<file path="src/rtl/mem_stage.sv">
//------------------------------------------------------------------------------
// Module   : mem_stage
// Purpose  : Pipeline MEM stage. Non-memory ops pass straight to the MEM/WB
//            registers in one cycle. Loads and stores issue a single request
//            to a handshaked data SRAM. Upstream stages are stalled (Freeze)
//            until the SRAM acknowledges, and bubbles go downstream meanwhile.
// Ports    : clk, rst (async, active-low)
//            WB_En, Mem_R_En, Mem_W_En, Dest, ALU_Res, Val_Rm  - from EX
//            Freeze                                             - stall to EX
//            WB_En_Out, Mem_R_En_Out, Dest_Out, ALU_Res_Out,
//            Mem_Data_Out, Mem_Err                              - MEM/WB regs
//            Sram_Req, Sram_We, Sram_Addr, Sram_WData           - SRAM request
//            Sram_RData, Sram_Ack                               - SRAM response
// Options  : MEM_TIMEOUT_EN - abort an access after TIMEOUT_CYCLES ACCESS
//            cycles without Ack, returning 32'hDEADBEEF and pulsing Mem_Err.
// Revision : 1.0 - initial release
//------------------------------------------------------------------------------
`default_nettype none

module mem_stage #(
  parameter int unsigned BASE_ADDR      = 1024,
  parameter int unsigned ADDR_W         = 16,
  parameter int unsigned TIMEOUT_CYCLES = 64
) (
  input  logic              clk,
  input  logic              rst,
  input  logic              WB_En,
  input  logic              Mem_R_En,
  input  logic              Mem_W_En,
  input  logic [3:0]        Dest,
  input  logic [31:0]       ALU_Res,
  input  logic [31:0]       Val_Rm,
  output logic              Freeze,
  output logic              WB_En_Out,
  output logic              Mem_R_En_Out,
  output logic [3:0]        Dest_Out,
  output logic [31:0]       ALU_Res_Out,
  output logic [31:0]       Mem_Data_Out,
  output logic              Mem_Err,
  output logic              Sram_Req,
  output logic              Sram_We,
  output logic [ADDR_W-1:0] Sram_Addr,
  output logic [31:0]       Sram_WData,
  input  logic [31:0]       Sram_RData,
  input  logic              Sram_Ack
);

  localparam logic [0:0]  S_IDLE   = 1'b0;
  localparam logic [0:0]  S_ACCESS = 1'b1;
  localparam logic [31:0] C_BASE   = 32'(BASE_ADDR);
  localparam logic [31:0] C_ABORT  = 32'hDEAD_BEEF;

  logic [0:0]        r_state;
  logic              r_sram_req;
  logic              r_sram_we;
  logic [ADDR_W-1:0] r_sram_addr;
  logic [31:0]       r_sram_wdata;
  logic              r_wb_en_out;
  logic              r_mem_r_en_out;
  logic [3:0]        r_dest_out;
  logic [31:0]       r_alu_res_out;
  logic [31:0]       r_mem_data_out;

  logic              w_mem_req;
  logic              w_start;
  logic              w_access;
  logic              w_ack;
  logic              w_timeout;
  logic              w_freeze;
  logic [ADDR_W-1:0] w_addr;
  logic [31:0]       w_mem_data;

  if (TIMEOUT_CYCLES == 0) begin : g_timeout_param_check
    $error("mem_stage: TIMEOUT_CYCLES must be at least 1");
  end

  assign w_mem_req = Mem_R_En | Mem_W_En;
  assign w_access  = (r_state == S_ACCESS);
  assign w_start   = (r_state == S_IDLE) & w_mem_req;
  assign w_ack     = w_access & Sram_Ack;

  // Addresses below the base wrap naturally through the unsigned subtract;
  // the byte offset bits are dropped before truncating to the word width.
  assign w_addr = ADDR_W'((ALU_Res - C_BASE) >> 2);

  // Freeze drops combinationally in the cycle the access completes so the
  // upstream stage and the MEM/WB registers advance on the same edge.
  assign w_freeze = w_start | (w_access & ~Sram_Ack & ~w_timeout);

  // Completion data: read data on an acked load, zero on a store or a
  // non-memory op, and a recognisable marker on an aborted access.
  always_comb begin
    w_mem_data = 32'h0;
    if (w_ack) begin
      w_mem_data = r_sram_we ? 32'h0 : Sram_RData;
    end else if (w_timeout) begin
      w_mem_data = C_ABORT;
    end
  end

`ifdef MEM_TIMEOUT_EN
  localparam int unsigned CNT_W = (TIMEOUT_CYCLES > 1) ? $clog2(TIMEOUT_CYCLES) : 1;

  logic [CNT_W-1:0] r_cnt;
  logic             r_mem_err;

  // The counter holds the number of ACCESS cycles already spent; the abort
  // fires in the TIMEOUT_CYCLES-th ACCESS cycle if Ack is still low.
  assign w_timeout = w_access & ~Sram_Ack & (r_cnt == CNT_W'(TIMEOUT_CYCLES - 1));

  always_ff @(posedge clk or negedge rst) begin
    if (!rst) begin
      r_cnt     <= '0;
      r_mem_err <= 1'b0;
    end else begin
      r_mem_err <= w_timeout;
      if (w_access) begin
        r_cnt <= r_cnt + 1'b1;
      end else begin
        r_cnt <= '0;
      end
    end
  end

  assign Mem_Err = r_mem_err;
`else
  assign w_timeout = 1'b0;
  assign Mem_Err   = 1'b0;
`endif

  always_ff @(posedge clk or negedge rst) begin
    if (!rst) begin
      r_state        <= S_IDLE;
      r_sram_req     <= 1'b0;
      r_sram_we      <= 1'b0;
      r_sram_addr    <= '0;
      r_sram_wdata   <= 32'h0;
      r_wb_en_out    <= 1'b0;
      r_mem_r_en_out <= 1'b0;
      r_dest_out     <= 4'h0;
      r_alu_res_out  <= 32'h0;
      r_mem_data_out <= 32'h0;
    end else begin
      if (r_state == S_IDLE) begin
        // Ack arriving here is stale and deliberately ignored.
        if (w_mem_req) begin
          r_sram_req   <= 1'b1;
          r_sram_we    <= Mem_W_En;
          r_sram_addr  <= w_addr;
          r_sram_wdata <= Val_Rm;
          r_state      <= S_ACCESS;
        end
      end else begin
        if (Sram_Ack || w_timeout) begin
          r_sram_req <= 1'b0;
          r_state    <= S_IDLE;
        end
      end

      if (w_freeze) begin
        r_wb_en_out    <= 1'b0;
        r_mem_r_en_out <= 1'b0;
      end else begin
        r_wb_en_out    <= WB_En;
        // A combined read/write request executes as a store only.
        r_mem_r_en_out <= Mem_R_En & ~Mem_W_En;
        r_dest_out     <= Dest;
        r_alu_res_out  <= ALU_Res;
        r_mem_data_out <= w_mem_data;
      end
    end
  end

  assign Freeze       = w_freeze;
  assign WB_En_Out    = r_wb_en_out;
  assign Mem_R_En_Out = r_mem_r_en_out;
  assign Dest_Out     = r_dest_out;
  assign ALU_Res_Out  = r_alu_res_out;
  assign Mem_Data_Out = r_mem_data_out;
  assign Sram_Req     = r_sram_req;
  assign Sram_We      = r_sram_we;
  assign Sram_Addr    = r_sram_addr;
  assign Sram_WData   = r_sram_wdata;

endmodule

`default_nettype wire

</file>
<file path="config.mk">
export PLATFORM = sky130hd
export DESIGN_NAME = mem_stage
export DESIGN_NICKNAME = d
export VERILOG_FILES = /design/src/rtl/mem_stage.sv
export SDC_FILE = /design/constraint.sdc
export NUM_CORES = 1
export LEC_CHECK = 0
export CORE_MARGIN = 2
export CORE_UTILIZATION = 35
export DETAILED_ROUTE_END_ITERATION = 10
export DONT_BUFFER_PORTS = 1
export SLEW_MARGIN = 20
export SYNTH_ARGS = -nofsm -noshare
export SYNTH_HDL_FRONTEND = slang
export SYNTH_SLANG_ARGS = --single-unit
</file>
<file path="constraint.sdc">
create_clock -name clk -period 4.9 [get_ports clk]
set_clock_uncertainty 0.2 [all_clocks]
set_input_delay 0.49 -clock clk [delete_from_list [all_inputs] [get_ports clk]]
set_output_delay 0.49 -clock clk [all_outputs]
set_load 0.02 [all_outputs]
</file>
After elaboration in Yosys (flattened, before gate mapping)
Index checks and enable logic that the tools add are counted.

$add $sub $neg: 1. Equality and inequality tests: 1. Muxes and demuxes: 10. Bitwise operators: 9. Reductions and logical operators: 3.

Operators with widths (number): two-way mux 32 bit (2); subtractor 18 x 11 -> 18 bit, second input constant (1); two-way mux 1 bit (8); bitwise AND 1 bit (4); AND reduction 2 bit (2); NOT 1 bit (3); inequality test 2 bit, second input constant (1); OR 1 bit (2); nonzero test 2 bit (1).

Flip-flop bits (word level): 121.

Logic depth before layout (Yosys ltp)
Gate-level depths: netlist of the first run.

Depth in word-level cells: 4. Gate-level depth with buffers: 5.

Worst setup path before layout of the first run
Ideal clock, no wire load.

Kind: input to output. Start: input Sram_Ack. End: output Freeze. Data arrival time: 1314 ps. Required time: 4210 ps. Slack: 2896 ps. Stages: 4. Buffers on the path: 2. Cell sequence: nand2_1 o31a_1 clkbuf_1 clkbuf_1.

Word-level cells in the longest chain between the ends: 3.

RTL lines: start: declaration (line 45) `input logic Sram_Ack`; NOT 1 bit (line 88) `assign w_freeze = w_start | (w_access & ~Sram_Ack & ~w_timeout);`; bitwise AND 1 bit (line 88); OR 1 bit (line 88); end: declaration (line 33) `output logic Freeze,`.

Every way passes these cells.

Worst setup path in the final report of the first run
Start: register r_state. End: output Freeze.

Word-level cells in the longest chain between the ends: 3. Elaborated cells between the ends (all ways): 4. Those cells by class: bitwise: 4.

RTL lines: start: declaration (line 53) `logic [0:0] r_state;`; start signal: assignment (line 133) `r_state <= S_IDLE;`; start signal: assignment (line 151) `r_state <= S_ACCESS;`; start signal: assignment (line 156) `r_state <= S_IDLE;`; NOT 1 bit (no source line); bitwise AND 1 bit (line 79) `assign w_start = (r_state == S_IDLE) & w_mem_req;`; OR 1 bit (*) (line 88).

Mark *: on every way between the ends. The rest lies on a longest branch, timed or not.

==> metrics.md, run 1 <==
| Metric | Value |
|---|---|
| Worst skew pair latency | `0.40 ns` |
| Syn_area_per_cell | `12.0 um2` |
| Ys Warns | `0` |
| Pwr per Cell Area | `520 mW/mm2` |
| Leakage | `2.84 nW` |
| Hold Path Class | `input port to flip-flop` |
| Final TNS setup | `0 ns` |
| Worst Setup End Kind | `output pin` |
| Horiz. Die Dim | `118 um` |
| Met3 wire length | `1060 um` |
| Root Driver | `clkbuf_16` |
| Commonest non-fill, non-tap cells in the layout | `nand2_1 (125), dfrtp_1 (121), dlygate4sd3_1 (72)` |
| Post-layout util | `48.1%` |
| Final Wtd Congestion | `0.773` |
| Period Utilization, post-route | `60.9%` |
| Drt first-iter violations | `99` |
| Max FO, Critical Path | `41` |
| DR DRC count | `0` |
| PostCTS Resize Cnt | `0` |
| Unrepaired setup endpoints after global routing | `false` |
| H-tree Lvls | `4` |
| Slew Viols, Final | `0` |
| Initial antenna violation count | `0` |
| CP startpoint kind | `flip-flop` |
| Req. time, crit path | `4.21 ns` |
| Chip Height | `118 um` |
| Reg clk slew, reported paths | `0.05 ns` |
| Wirelength per Cell | `17.5 um` |
| Crit path time final | `2.98 ns` |
| Largest net degree at the start of global routing | `122` |
| TritonRoute pass-1 iters | `4` |
| Total Routing Usage GR | `16.6%` |
| Seq/Total Area, Yosys | `66.8%` |
| WS Path Type | `flip-flop to output pin` |
| Top layer in use | `met4` |
| DRT met1 WL | `4330 um` |
| Remaining global-route overflow | `0` |
| Drt via density | `4.83` |
| Share of the synthesized area in the top cell type | `66.8%` |
| Post-CTS setup repair buffer count | `0` |
| Cells after synthesis | `379` |
| Rows | `41` |
| Via count | `3064` |
| Core ar. | `0.0126 mm2` |
| Synth cell types | `28` |
| Final ANT Viol Nets | `0` |
| Met2 Wirelength | `5590 um` |
| Hold Violations, Final | `0` |
| Worst EP arrival | `2.29 ns` |
| Achievable frequency | `335 MHz` |
| Synth area leaders | `dfrtp_1 (67%), nand2_1 (10%), mux2_2 (8.9%)` |
| Worst-Margin Slew | `0.792 ns` |
| Setup-failing EPs final | `0` |
| Status | `finished clean` |
| Port Buffers | `0` |
| CTS tree | `built` |
| TritonCTS buffer count | `17` |
| Synthesized Nets | `486` |
| Commonest non-fill, non-tap cell in the layout | `nand2_1` |
| Vias in the first global route | `3308` |
| Die area | `0.0139 mm2` |
| Pre-CTS setup slack | `2.23 ns` |
| Synth Cell Area | `0.00454 mm2` |
| Final WL | `11100 um` |
| Max transition margin | `47.2%` |
| Crit path cell chain | `nand2_1 > o31a_2 > buf_4` |
| TritonCTS Sinks | `121` |
| Layout cell share with drive strength beyond 1 | `16.0%` |
| Worst path max stage delay | `0.69 ns` |
| Io pins | `228` |
| Nets | `558` |
| Maxcap violations | `0` |
| Synth area leader | `dfrtp_1` |
| #FFs+latches synth | `121` |
| First-pass GRT wire length | `17800 um` |
| Area Overhead vs Synth | `33.9%` |
| Initial Util | `35.9%` |
| Final HPWL DP | `6920 um` |
| Crit-path slowest cell | `o31a_2` |
| Final WS setup | `1.92 ns` |
| N_diodes | `0` |
| Total power of the final layout | `3.16 mW` |
| Clock tree buffer depth | `2` |
| Worst vdd ir | `307 uV` |
## registers in the layout, indices dropped and copies added (netlist names)
signal,flops
ALU_Res_Out,32
Dest_Out,4
Mem_Data_Out,32
Mem_R_En_Out,1
Sram_Addr,16
Sram_Req,1
Sram_WData,32
Sram_We,1
WB_En_Out,1
r_state,1
## worst max-delay path: cells and delay by family (launching register included)
family | cells | cell delay (ns)
buf+inv | 1 | 0.57
compound gates | 1 | 0.69
simple gates | 1 | 0.17
flops | 1 | 0.42
## cell type report
| type | count | area (um2) |
|---|---|---|
| Tap cell | 172 | 215 |
| Fill cell | 1111 | 6550 |
| Sequential cell | 121 | 3030 |
| Timing Repair Buffer | 76 | 791 |
| Clock inverter | 8 | 118 |
| Clock buffer | 23 | 488 |
| Inverter | 4 | 15.0 |
| Multi-Input combinational cell | 231 | 1420 |
## what timing repair did
action / CTS / global route
setup endpoints to repair: 0 / 0
endpoints found under the hold margin: 192 / 0
hold buffers: 73 / 0
## power by group
group          internal, mW  switching [mW]
combinational         0.173           0.162
clock                 0.846           0.411
sequential             1.19           0.381
total                  2.21           0.953
## worst paths after layout
check / cells past startpoint / slack, ns / from / to
setup / recovery: 3 / 1.92 / r_state$_DFF_PN0_ / Freeze
hold / removal: 1 / 0.03 / Sram_RData[0] / Mem_Data_Out[0]$_DFFE_PN0N_
setup reg to reg: 4 / 2.27 / r_state$_DFF_PN0_ / Dest_Out[0]$_DFFE_PN0N_
hold reg to reg: 1 / 0.36 / r_state$_DFF_PN0_ / Sram_We$_DFFE_PN0P_
max in group asynchronous: 2 / 3.57 / rst / Sram_WData[16]$_DFFE_PN0P_
min in group asynchronous: 2 / 0.52 / rst / Sram_WData[10]$_DFFE_PN0P_
## through the flow
stage | std cells | hold WS (ns) | instance area (um2)
4_1_cts | 634 | 0.00410 | 6040
3_5_place_dp | 530 | -0.00289 | 4690
3_3_place_gp | 530 | -0.00316 | 4690
5_1_grt | 635 | 0.00366 | 6070
2_1_floorplan | 379 | -0.00559 | 4540
6_report | 635 | 0.0291 | 6070
## layer usage
| layer | track usage [%] | vias to the layer above |
|---|---|---|
| met3 | 7.66 | 12 |
| met5 | 0 | - |
| met2 | 27.9 | 156 |
| met1 | 18.4 | 1479 |
| li1 | - | 1417 |
| met4 | 6.10 | 0 |
## kinds of logic after synthesis
logic type	share of synthesized area (%)
buffers and inverters	2.43
adder cells (fa/ha/maj)	0.276
flip-flops	66.8
AO/OA/AOI/OAI	8.58
other	0.0827
multiplexers	8.94
XOR/XNOR	0.193
AND/OR/NAND/NOR	12.7
## synthesized netlist by cell type, drive strengths merged
library cell	n
nand2	125
dfrtp	121
mux2	36
a22o	32
clkbuf	18
o21ai	7
buf	5
nor2	5
a31oi	4
inv	4
or3	3
or4	3
nor3	2
conb	1
ha	1
nand2b	1
nand3	1
nor2b	1
o211ai	1
o21a	1
o21ba	1
o21bai	1
o31a	1
o31ai	1
or2b	1
or4b	1
xnor2	1
(Power assumes the default switching activity.)
==> run 2: changes to the inputs <==
- clock period: 4.9 -> 3.1 ns (I/O delays scaled with it)
==> run 2 against run 1 <==
Against the previous run:
- the run now ends with negative hold slack left
- combinational power is 59% higher
- cell count is 5.5% higher
- register-to-register slack worse by 1.1 ns
- sequential share of layout area is 2.7 points lower
- critical path depth is 1 higher
- via count is 7.4% higher
- total power is 65% higher
- non-clock buffer count is 34 higher
- cell area is 5.7% higher
- global-route usage is 0.32 points higher
- die area stayed put
- worst setup slack worse by 0.95 ns
- highest routed layer unchanged
==> metrics.md, run 2 (synthesis gave the netlist of run 1 again) <==
| Metric | Value |
|---|---|
| Status | `complete, but fails checks` |
| Failing checks | `negative hold slack` |
| Total power of the final layout | `5.20 mW (+65%)` |
| Clk pwr share | `42.1% (+2.3 points)` |
| TritonCTS buffer count | `17 (unchanged)` |
| Clock tree buffer depth | `2 (unchanged)` |
| Core ar. | `0.0126 mm2 (unchanged)` |
| Post-layout util | `50.9% (+2.7 points)` |
| WS Path Type | `input port to output pin` |
| Io pins | `228 (unchanged)` |
| CTS tree | `built` |
| Worst-Margin Slew | `0.554 ns (-0.238 ns)` |
| Post-CTS setup repair buffer count | `0 (unchanged)` |
| Global Route met3 Usage | `6.98% (-0.68 points)` |
| Wirelength per Cell | `17.3 um (-1.2%)` |
| Sw Pwr | `1.53 mW (+60%)` |
| Hold buffer count at CTS | `105 (+44%)` |
| Reg clk slew, reported paths | `0.06 ns (about the same)` |
| Horiz. Die Dim | `118 um (unchanged)` |
| Die area | `0.0139 mm2 (unchanged)` |
| Cells after DPL | `533 (+0.57%)` |
| Total Routing Usage GR | `16.9% (+0.32 points)` |
| PostCTS Resize Cnt | `0 (unchanged)` |
| Reg2Reg Depth | `4 (unchanged)` |
| Commonest non-fill, non-tap cell in the layout | `nand2_1` |
| Max transition margin | `63.1% (+16 points)` |
| Largest net degree at the start of global routing | `122 (unchanged)` |
| Req. time, crit path | `2.59 ns (-1.62 ns)` |
| Rows | `41 (unchanged)` |
| Unrepaired setup endpoints after global routing | `false` |
| Initial Util | `35.9% (unchanged)` |
| Slew Viols, Final | `0 (unchanged)` |
| Drt via density | `4.91 (+1.8%)` |
| Pre-CTS setup slack | `1.18 ns (-1.05 ns)` |
| First-pass GRT wire length | `18600 um (+4.6%)` |
| Leakage | `2.98 nW (+4.9%)` |
| Remaining global-route overflow | `0 (unchanged)` |
| Layout cell share with drive strength beyond 1 | `15.1% (-0.92 points)` |
| Gr busiest metal | `met2` |
| Commonest non-fill, non-tap cells in the layout | `nand2_1 (125), dfrtp_1 (121), dlygate4sd3_1 (105)` |
| Initial antenna violation count | `0 (unchanged)` |
| Setup-failing EPs final | `0 (unchanged)` |
| Finished Layout Cells | `670 (+5.5%)` |
| Final WS setup | `0.966 ns (-0.951 ns)` |
| Chip Height | `118 um (unchanged)` |
| Sw Ratio | `29.3% (-0.85 points)` |
| Placed inst area | `0.00471 mm2 (+0.48%)` |
| Max FO, Critical Path | `40 (-2.4%)` |
| Met1 usage | `18.0% (-0.49 points)` |
| N_diodes | `0 (unchanged)` |
| Achievable frequency | `469 MHz` |
| Port Buffers | `0 (unchanged)` |
| CP startpoint kind | `input port` |
| Pwr per Cell Area | `810 mW/mm2 (+56%)` |
| Drt first-iter violations | `140 (+41%)` |
| Final Wtd Congestion | `0.768 (-0.69%)` |
| Combinational power share | `10.2% (-0.4 points)` |
| Post-route cell area | `0.00642 mm2 (+5.7%)` |
| Maxcap violations | `0 (unchanged)` |
| Crit path time final | `2.13 ns` |
| Worst skew pair latency | `0.39 ns (about the same)` |
| Flop pwr share | `47.7% (-1.9 points)` |
| Root Driver | `clkbuf_16` |
| Via count | `3292 (+7.4%)` |
| Area Overhead vs Synth | `41.5%` |
| DR DRC count | `0 (unchanged)` |
| Final ANT Viol Nets | `0 (unchanged)` |
| Final HPWL DP | `7070 um (+2.2%)` |
| Worst vdd ir | `318 uV (+3.4%)` |
| Nets | `592 (+6.1%)` |
| TritonRoute pass-1 iters | `4 (unchanged)` |
| Worst Setup End Kind | `output pin` |
| Final TNS setup | `0 ns (unchanged)` |
| Hold Violations, Final | `121 (+121)` |
| Met2 usage | `29.6% (+1.7 points)` |
| H-tree Lvls | `4 (unchanged)` |
| Final WL | `11600 um (+4.3%)` |
| TritonCTS Sinks | `121 (unchanged)` |
| Worst EP arrival | `1.62 ns (-0.67 ns)` |
| WHS | `-0.596 ns (-0.625 ns)` |
| Hold Path Class | `input port to async pin` |
| Internal | `3.68 mW (+67%)` |
| Period Utilization, post-route | `68.8%` |
| Vias in the first global route | `3544 (+7.1%)` |
-- run 2: changes by cell type in the layout (fill, tap and decap cells not counted), sizes merged --
cell / previous run / this run
dlygate4sd3: 72 / 105
buf: 4 / 5
clkinvlp: 1 / 2
clkbuf: 23 / 20
bufinv: 3 / 6
-- run 2: final cells by class --
| type | instances | area [um2] |
|---|---|---|
| repair buffers | 110 | 1090 |
| clock inverters | 12 | 223 |
| well taps | 172 | 215 |
| flip-flops and latches | 121 | 3030 |
| multi-input cells | 231 | 1410 |
| fillers | 1078 | 6200 |
| inverters | 4 | 15.0 |
| clock buffers | 20 | 437 |
-- run 2: critical path: stages --
cell and delay, ns:
dlygate4sd3_1 0.55, nand2_1 0.14, o31a_2 0.18, buf_4 0.42
-- run 2: final timing paths --
kind                              startpoint                           end  slack, ns
max                                 Sram_Ack                        Freeze       0.97
min reg2reg                r_state$_DFF_PN0_           Sram_We$_DFFE_PN0P_       0.36
max in group asynchronous                rst  Mem_Data_Out[17]$_DFFE_PN0N_       3.17
min in group clk                 ALU_Res[11]     Sram_Addr[11]$_DFFE_PN0P_          0
max reg2reg                r_state$_DFF_PN0_       Dest_Out[0]$_DFFE_PN0N_       1.18
min                                      rst    Sram_WData[10]$_DFFE_PN0P_      -0.60
-- run 2: power by group through the flow --
stage	clock, mW	combinational [mW]	sequential (mW)
finish	2.19	0.533	2.48
global route	2.31	0.597	2.51
CTS	2.23	0.530	2.48
detailed placement	0	0.421	2.50
global placement	0	0.393	2.50
floorplan	0	0.351	2.42
-- run 2: metal layers --
metal	up-vias	routed length (um)
met1	1604	4270
met5	-	0
met3	18	1090
met4	0	202
li1	1490	-
met2	180	6030
==> run 3: changes to the inputs <==
- clock period: 3.1 -> 2.02 ns (I/O delays scaled with it)
==> run 3 against run 2 <==
Against the previous run:
- clock-buffer cell count grew 3
- sequential share of layout area shrank 0.064 points
- wire length grew 0.16%
- combinational power grew 59%
- the flow still finishes with violations (negative hold slack)
- hold slack lost 0.11 ns
- core utilization grew 0.069 points
- critical path type is now input port to flip-flop
==> metrics.md, run 3 (synthesis gave the netlist of run 1 again) <==
| Metric | Value |
|---|---|
| Max FO, Critical Path | `6 (-85%)` |
| Initial antenna violation count | `0 (unchanged)` |
| TritonCTS Sinks | `121 (unchanged)` |
| Crit-path slowest cell | `dlygate4sd3_1` |
| Period Utilization, post-route | `95.8%` |
| Area Overhead vs Synth | `41.7%` |
| Final WS setup | `0.0845 ns (-0.882 ns)` |
| Failing checks | `negative hold slack` |
| Post-CTS setup repair buffer count | `0 (unchanged)` |
| Pwr per Cell Area | `1200 mW/mm2 (+48%)` |
| Crit path buffers/inverters | `2 (unchanged)` |
| Crit path cell chain | `dlygate4sd3_1 > inv_1 > ha_1 > or4b_4 > or3_1 > a31oi_1` |
| Reg clk slew, reported paths | `0.05 ns (about the same)` |
| Rows | `41 (unchanged)` |
| TritonRoute pass-1 iters | `4 (unchanged)` |
| Nets | `596 (+0.68%)` |
| Vias in the first global route | `3626 (+2.3%)` |
| Worst path max stage delay | `0.63 ns (+0.08 ns)` |
| Pre-CTS setup slack | `0.189 ns (-0.991 ns)` |
| Hold Path Class | `input port to async pin` |
| Crit path time final | `1.94 ns` |
| Final HPWL DP | `7130 um (+0.82%)` |
| TritonCTS buffer count | `17 (unchanged)` |
| Final TNS setup | `0 ns (unchanged)` |
| Slew Viols, Final | `0 (unchanged)` |
| Total power of the final layout | `7.73 mW (+49%)` |
| First-pass GRT wire length | `18900 um (+1.7%)` |
| Unrepaired setup endpoints after global routing | `false` |
| Drt via density | `4.84 (-1.5%)` |
| Via count | `3258 (-1.0%)` |
| Drt first-iter violations | `155 (+11%)` |
| Worst skew pair latency | `0.40 ns (about the same)` |
| Remaining global-route overflow | `0 (unchanged)` |
| Hold buffer count at CTS | `108 (+2.9%)` |
| Chip Height | `118 um (unchanged)` |
| Die area | `0.0139 mm2 (unchanged)` |
| Final WL | `11600 um (+0.16%)` |
| Root Driver | `clkbuf_16` |
| Crit Reg-Reg Startpoint | `r_state$_DFF_PN0_` |
| Final Wtd Congestion | `0.740 (-3.7%)` |
| Placed inst area | `0.00474 mm2 (+0.69%)` |
| N_diodes | `0 (unchanged)` |
| Critical path's top delay family | `simple AND/OR/NAND/NOR gates` |
| Worst Setup End Kind | `flip-flop` |
| WHS | `-0.703 ns (-0.107 ns)` |
| Horiz. Die Dim | `118 um (unchanged)` |
| Commonest non-fill, non-tap cell in the layout | `nand2_1` |
| Worst EP arrival | `2.06 ns (+0.44 ns)` |
| Leakage | `2.99 nW (+0.15%)` |
| Wirelength per Cell | `17.3 um (-0.29%)` |
| Launch point of the critical path | `ALU_Res[10]` |
| H-tree Lvls | `4 (unchanged)` |
| Core ar. | `0.0126 mm2 (unchanged)` |
| Setup-failing EPs final | `0 (unchanged)` |
| CP startpoint kind | `input port` |
| Post-route cell area | `0.00643 mm2 (+0.14%)` |
| Worst vdd ir | `570 uV (+79%)` |
| Fillcell total | `1078 (unchanged)` |
| CTS tree | `built` |
| WS Path Type | `input port to flip-flop` |
| Maxcap violations | `0 (unchanged)` |
| Commonest non-fill, non-tap cells in the layout | `nand2_1 (125), dfrtp_1 (121), dlygate4sd3_1 (108)` |
| Largest net degree at the start of global routing | `122 (unchanged)` |
| Layout cell share with drive strength beyond 1 | `15.2% (+0.11 points)` |
| Total Routing Usage GR | `17.2% (+0.27 points)` |
| Req. time, crit path | `2.14 ns (-0.45 ns)` |
| Status | `complete, but fails checks` |
| DR DRC count | `0 (unchanged)` |
| Achievable frequency | `517 MHz` |
| Initial Util | `35.9% (unchanged)` |
| Port Buffers | `0 (unchanged)` |
| Clock tree buffer depth | `2 (unchanged)` |
| Final ANT Viol Nets | `0 (unchanged)` |
| Io pins | `228 (unchanged)` |
| Hold Violations, Final | `121 (unchanged)` |
| Post-layout util | `50.9% (+0.069 points)` |
run 3: cell types whose count changed in the layout (fill, tap and decap cells not counted), sizes merged:
cell,change
bufinv,-3
clkbuf,+3
dlygate4sd3,+3
buf,+1
clkinvlp,-1
run 3: through the flow:
stage	instances	hold slack [ns]
2_1_floorplan	379	-0.294
3_3_place_gp	534	-0.291
3_5_place_dp	534	-0.291
4_1_cts	673	-0.719
5_1_grt	673	-0.726
6_report	673	-0.703
run 3: area by class of cell:
cell class	instances	area, um2	area share (%)
Clock inverter	8	118	1.83
Clock buffer	23	488	7.59
Timing Repair Buffer	114	1150	17.9
Tap cell	172	215	3.35
Sequential cell	121	3030	47.1
Inverter	4	15.0	0.234
Multi-Input combinational cell	231	1410	22.0
run 3: layer usage:
layer / wire (um) / vias up / track usage, %
met5: 0 / - / 0
met3: 1020 / 18 / 6.88
met4: 188 / 0 / 6.33
met1: 4470 / 1582 / 18.7
met2: 5930 / 169 / 30.1
li1: - / 1489 / -
run 3: repair_timing:
item | 4_1_cts | 5_1_grt
endpoints found under the setup margin | 0 | 0
resized for setup | 0 | 0
hold endpoints to repair | 241 | 121
run 3: final timing paths:
kind,end,slack [ns],depth (start not counted)
worst max-delay path,Sram_Addr[14]$_DFFE_PN0P_,0.08,6
worst min register to register,Sram_We$_DFFE_PN0P_,0.34,1
max in group asynchronous,Dest_Out[2]$_DFFE_PN0N_,2.20,0
min in group clk,r_state$_DFF_PN0_,0.05,2
worst max register to register,ALU_Res_Out[14]$_DFFE_PN0N_,0.19,4
worst min-delay path,Sram_WData[3]$_DFFE_PN0P_,-0.70,0
run 3: power breakdown:
| part | leakage (nW) | switching, mW | internal [mW] |
|---|---|---|---|
| Clock | 0.299 | 1.02 | 2.06 |
| Combinational | 1.19 | 0.378 | 0.471 |
| Sequential | 1.49 | 0.926 | 2.88 |
